--- config.mk ---
export PLATFORM = sky130hd
export DESIGN_NAME = apb_reg_bridge
export DESIGN_NICKNAME = d
export VERILOG_FILES = /design/src/rtl/apb_reg_bridge.sv
export SDC_FILE = /design/constraint.sdc
export NUM_CORES = 1
export LEC_CHECK = 0
export ABC_AREA = 1
export CORE_MARGIN = 2
export CORE_UTILIZATION = 35
export DETAILED_ROUTE_END_ITERATION = 12
export PLACE_DENSITY = 0.66
export SYNTH_ARGS = -nofsm -noshare
export SYNTH_HDL_FRONTEND = slang
export SYNTH_SLANG_ARGS = --single-unit
--- constraint.sdc ---
create_clock -name clk -period 2.3 [get_ports clk]
set_input_delay 0.46 -clock clk [delete_from_list [all_inputs] [get_ports clk]]
set_output_delay 0.46 -clock clk [all_outputs]
set_load 0.02 [all_outputs]
--- src/rtl/apb_reg_bridge.sv ---
// APB3 slave to register-bus master: write pready at T+2, read at T+2+slave delay, timeout as pslverr.
// Optional APB_REG_BRIDGE_ADDR_CHK_EN rejects paddr > ADDR_LIMIT without touching the register bus.
module apb_reg_bridge #(
   parameter int                ADDR_W         = 32,
   parameter int                DATA_W         = 32,
   parameter int                TIMEOUT_CYCLES = 16,
   parameter logic [ADDR_W-1:0] ADDR_LIMIT     = ADDR_W'(32'h0000_00FF)
) (
   input  logic              clk,
   input  logic              reset_n,
   input  logic              psel,
   input  logic              penable,
   input  logic              pwrite,
   input  logic [ADDR_W-1:0] paddr,
   input  logic [DATA_W-1:0] pwdata,
   output logic [DATA_W-1:0] prdata,
   output logic              pready,
   output logic              pslverr,
   output logic              addr_en,
   output logic              rw_direction,
   output logic [ADDR_W-1:0] addr,
   output logic [DATA_W-1:0] wdata,
   input  logic [DATA_W-1:0] rdata,
   input  logic              rvalid
);

   typedef enum logic [1:0] {IDLE, ISSUE, WAIT_RD, DONE} state_t;

   localparam logic [7:0] TIMEOUT_LIM = 8'(TIMEOUT_CYCLES);

`ifdef APB_REG_BRIDGE_ADDR_CHK_EN
   localparam bit ADDR_CHK = 1'b1;
`else
   localparam bit ADDR_CHK = 1'b0;
`endif

   state_t     state;
   logic [7:0] tmo_cnt;
   logic       addr_bad;

   assign addr_bad = ADDR_CHK && (paddr > ADDR_LIMIT);

   // pready/pslverr/addr_en default low so each is a single-cycle pulse.
   always_ff @(posedge clk or negedge reset_n) begin
      if (!reset_n) begin
         state        <= IDLE;
         tmo_cnt      <= '0;
         prdata       <= '0;
         pready       <= 1'b0;
         pslverr      <= 1'b0;
         addr_en      <= 1'b0;
         rw_direction <= 1'b0;
         addr         <= '0;
         wdata        <= '0;
      end else begin
         addr_en <= 1'b0;
         pready  <= 1'b0;
         pslverr <= 1'b0;
         case (state)
            IDLE: begin
               if (psel && penable) begin
                  addr         <= paddr;
                  wdata        <= pwdata;
                  rw_direction <= pwrite;
                  if (addr_bad) begin
                     state   <= DONE;
                     pready  <= 1'b1;
                     pslverr <= 1'b1;
                     if (!pwrite) prdata <= '0;
                  end else begin
                     state   <= ISSUE;
                     addr_en <= 1'b1;
                  end
               end
            end
            ISSUE: begin
               if (rw_direction) begin
                  state  <= DONE;
                  pready <= 1'b1;
               end else begin
                  tmo_cnt <= '0;
                  state   <= WAIT_RD;
               end
            end
            WAIT_RD: begin
               // rvalid takes priority over a timeout landing in the same cycle.
               if (rvalid) begin
                  prdata <= rdata;
                  pready <= 1'b1;
                  state  <= DONE;
               end else if (tmo_cnt + 8'd1 == TIMEOUT_LIM) begin
                  prdata  <= '0;
                  pready  <= 1'b1;
                  pslverr <= 1'b1;
                  state   <= DONE;
               end else begin
                  tmo_cnt <= tmo_cnt + 8'd1;
               end
            end
            DONE: begin
               state <= IDLE;
            end
            default: begin
               state <= IDLE;
            end
         endcase
      end
   end

endmodule

==> key figures <==
Synth
  – Synth Net Count: 623
  – Async set-reset flop share out of synthesis: 1.00
  – Post-Synthesis Cells: 516
  – Dominant synthesized flop cell: dfrtp_1
  – Area contributors post-synth: dfrtp_1 (60%), nand2_1 (24%), nand3_2 (3.7%)
  – Post-synthesis register bit count: 110
  – Synthesized area: 0.00458 sq mm
  – Syn Area/Cell: 8.87 sq um
  – Yosys top cell by area: dfrtp_1
  – Ys Warns: 0
  – Yosys top cell area share: 0.602
  – Netlist cell types: 26
  – Post-synth EDFFs: 0
  – Post-synthesis sequential area ratio: 0.602

Layout
  – Layout Nets: 821
  – Share of cells above drive strength 1: 0.0737
  – Post-route cell area: 0.00709 sq mm
  – Sequential cell area: 0.00275 sq mm
  – # fillers: 1152
  – Area occupied by multi-input gates: 0.00163 sq mm
  – Antenna Cells: 0
  – P&R area growth vs syn: 55.0%
  – Final std cells w/o fill: 891
  – Final Util: 0.560

Clock tree
  – CTS tree: yes
  – Post-cts repair resize count: 0
  – Worst-path clk slew: 0.07 ns
  – Max Root-Sink Buffers: 2
  – H-tree depth: 3
  – Sink Count: 110
  – Worst-Skew Late Latency: 0.35 ns
  – Hold Buf Count CTS: 0
  – Post-CTS Setup Repair Bufs: 0
  – TritonCTS Buffers: 9
  – CTS root buffer: clkbuf_16

STA
  – Relative slew slack: 0.653
  – Clock Skews: 0.00760 ns
  – Hold violation total from the final report: 0
  – Worst slew pin tran: 0.521 ns
  – Fin Setup TNS: 0 ns
  – Unrepaired setup endpoints after global routing: no
  – Maximum clock rate: 516 MHz
  – # setup viols final: 0
  – Period utilisation layout: 0.843
  – Slew Limit Fails: 0
  – Final min period: 1.94 ns

Die
  – Row count: 41
  – Die Height: 118 um
  – Die footprint: 0.0140 sq mm
  – Core box area: 0.0127 sq mm
  – Ports: 202
  – Die Wd: 118 um
  – Initial Utilization: 0.361

GRT
  – Aggregate global routing overflow: 0
  – Vias in the first global route: 4255
  – Total Routing Usage GR: 0.185
  – First-pass GRT wire length: 20800 um
  – Largest net degree at the start of global routing: 66
  – Antenna violations before repair: 0

Critical path
  – Critical path class: reg -> reg
  – Crit end category: register
  – Crit-path max FO: 29
  – Req. time, crit path: 2.54 ns
  – Arrival @ worst endpoint: 2.18 ns
  – CP Launch Type: register

Run
  – MaxCap Viol Count: 0

Placement
  – Dpl cells: 875
  – I/O Buffers: 201
  – Final GP Congestion: 0.845
  – DPL Wire Length: 8990 um
  – Cell Area, Placed: 0.00678 sq mm

Routing
  – First-pass DRT Iterations: 4
  – Wirelength, routed: 12500 um
  – Drt wl/cell: 14.0 um
  – Initial drt markers: 206
  – Post-route ant nets: 0
  – Total number of vias: 4035
  – Drt drc: 0
  – Vias/cell: 4.53

Power and ir drop
  – PwrDens: 1310 mW/mm^2
  – Max VDD drop: 618 uV
  – Leakage power figure: 3.47 nW

Worst hold path
  – Hold crit path type: in -> async

Outcome
  – Status: complete, no violations
## layout make-up
class	instances	share of cell area
Clock buffer	11	0.0356
Clock inverter	5	0.00812
Inverter	15	0.00794
Multi-Input combinational cell	367	0.230
Sequential cell	110	0.388
Tap cell	172	0.0304
Timing Repair Buffer	211	0.299
## stage by stage
stage | hold slack (ns) | setup WS [ns] | total power, W
after floorplan | 0.164 | 0.686 | 0.00543
after global placement | 0.461 | 0.458 | 0.00762
after detailed placement | 0.464 | 0.358 | 0.00771
after CTS | 0.0936 | 0.335 | 0.00937
after global routing | 0.118 | 0.165 | 0.00984
final | 0.0880 | 0.361 | 0.00926
## cells in the mapped netlist, types with 2 or more instances
cell type / number
inv_1: 15
nor2_1: 2
dfrtp_1: 110
nor2_2: 2
ha_1: 5
buf_1: 3
o21ai_0: 5
nand3_2: 17
nand2_1: 297
nand3_1: 28
buf_6: 3
clkbuf_8: 2
clkbuf_1: 14
## final timing paths
kind	startpoint	endpoint	slack (ns)	depth (start not counted)
min in group clk	wdata[25]$_DFFE_PN0P_	wdata[25]$_DFFE_PN0P_	0.48	2
max in group asynchronous	reset_n	addr[30]$_DFFE_PN0P_	1.56	2
max reg2reg	tmo_cnt[0]$_DFFE_PN0P_	prdata[0]$_DFFE_PN0P_	0.36	10
max	tmo_cnt[0]$_DFFE_PN0P_	prdata[0]$_DFFE_PN0P_	0.36	10
min reg2reg	wdata[25]$_DFFE_PN0P_	wdata[25]$_DFFE_PN0P_	0.48	2
min	reset_n	prdata[30]$_DFFE_PN0P_	0.09	1
## cell families after synthesis
logic type / Yosys count / share of synthesized area
compound gates: 9 / 0.0109
xor+xnor: 1 / 0.00191
fa+ha+maj: 5 / 0.0137
buf+inv: 39 / 0.0424
flops: 110 / 0.602
simple gates: 352 / 0.330
## registers in the layout, indices dropped and copies added (netlist names)
signal        count
addr             32
tmo_cnt           8
wdata            32
rw_direction      1
prdata           32
state             2
pslverr           1
pready            1
addr_en           1
## worst max-delay path, cell delays in order (launching register included)
cell and delay [ns]:
dfrtp_1 0.43, ha_1 0.26, nand2_1 0.09, inv_1 0.05, nand3_1 0.08, nand2_1 0.10, nor2_4 0.15, nand4_4 0.17
buf_4 0.31, nand3_1 0.12, nand2_1 0.05
## where the power goes
| part | total [W] | internal [W] | switching [W] |
|---|---|---|---|
| registers | 0.00329 | 0.00277 | 0.000522 |
| logic | 0.00436 | 0.00204 | 0.00233 |
| clock network | 0.00161 | 0.000902 | 0.000704 |
| total | 0.00926 | 0.00571 | 0.00355 |
## placed cells by master (no fill, tap or decap), types with 3 or more instances in the layout
cell | synthesis | final
buf_12 | 0 | 3
nand3_1 | 28 | 27
ha_1 | 5 | 5
nand2_1 | 297 | 297
inv_1 | 15 | 14
dfrtp_1 | 110 | 110
clkbuf_16 | 0 | 9
clkinvlp_4 | 0 | 3
buf_4 | 1 | 8
clkdlybuf4s50_1 | 0 | 200
nand3_2 | 17 | 18
o21ai_0 | 5 | 5
## routing by layer
layer | track usage | up-vias | share of wire
met5 | 0 | - | 0
met4 | 0.0655 | 0 | 0.015
li1 | - | 1989 | -
met2 | 0.285 | 162 | 0.45
met3 | 0.0714 | 12 | 0.096
met1 | 0.237 | 1872 | 0.44
Power figures use the tool's default switching activity.
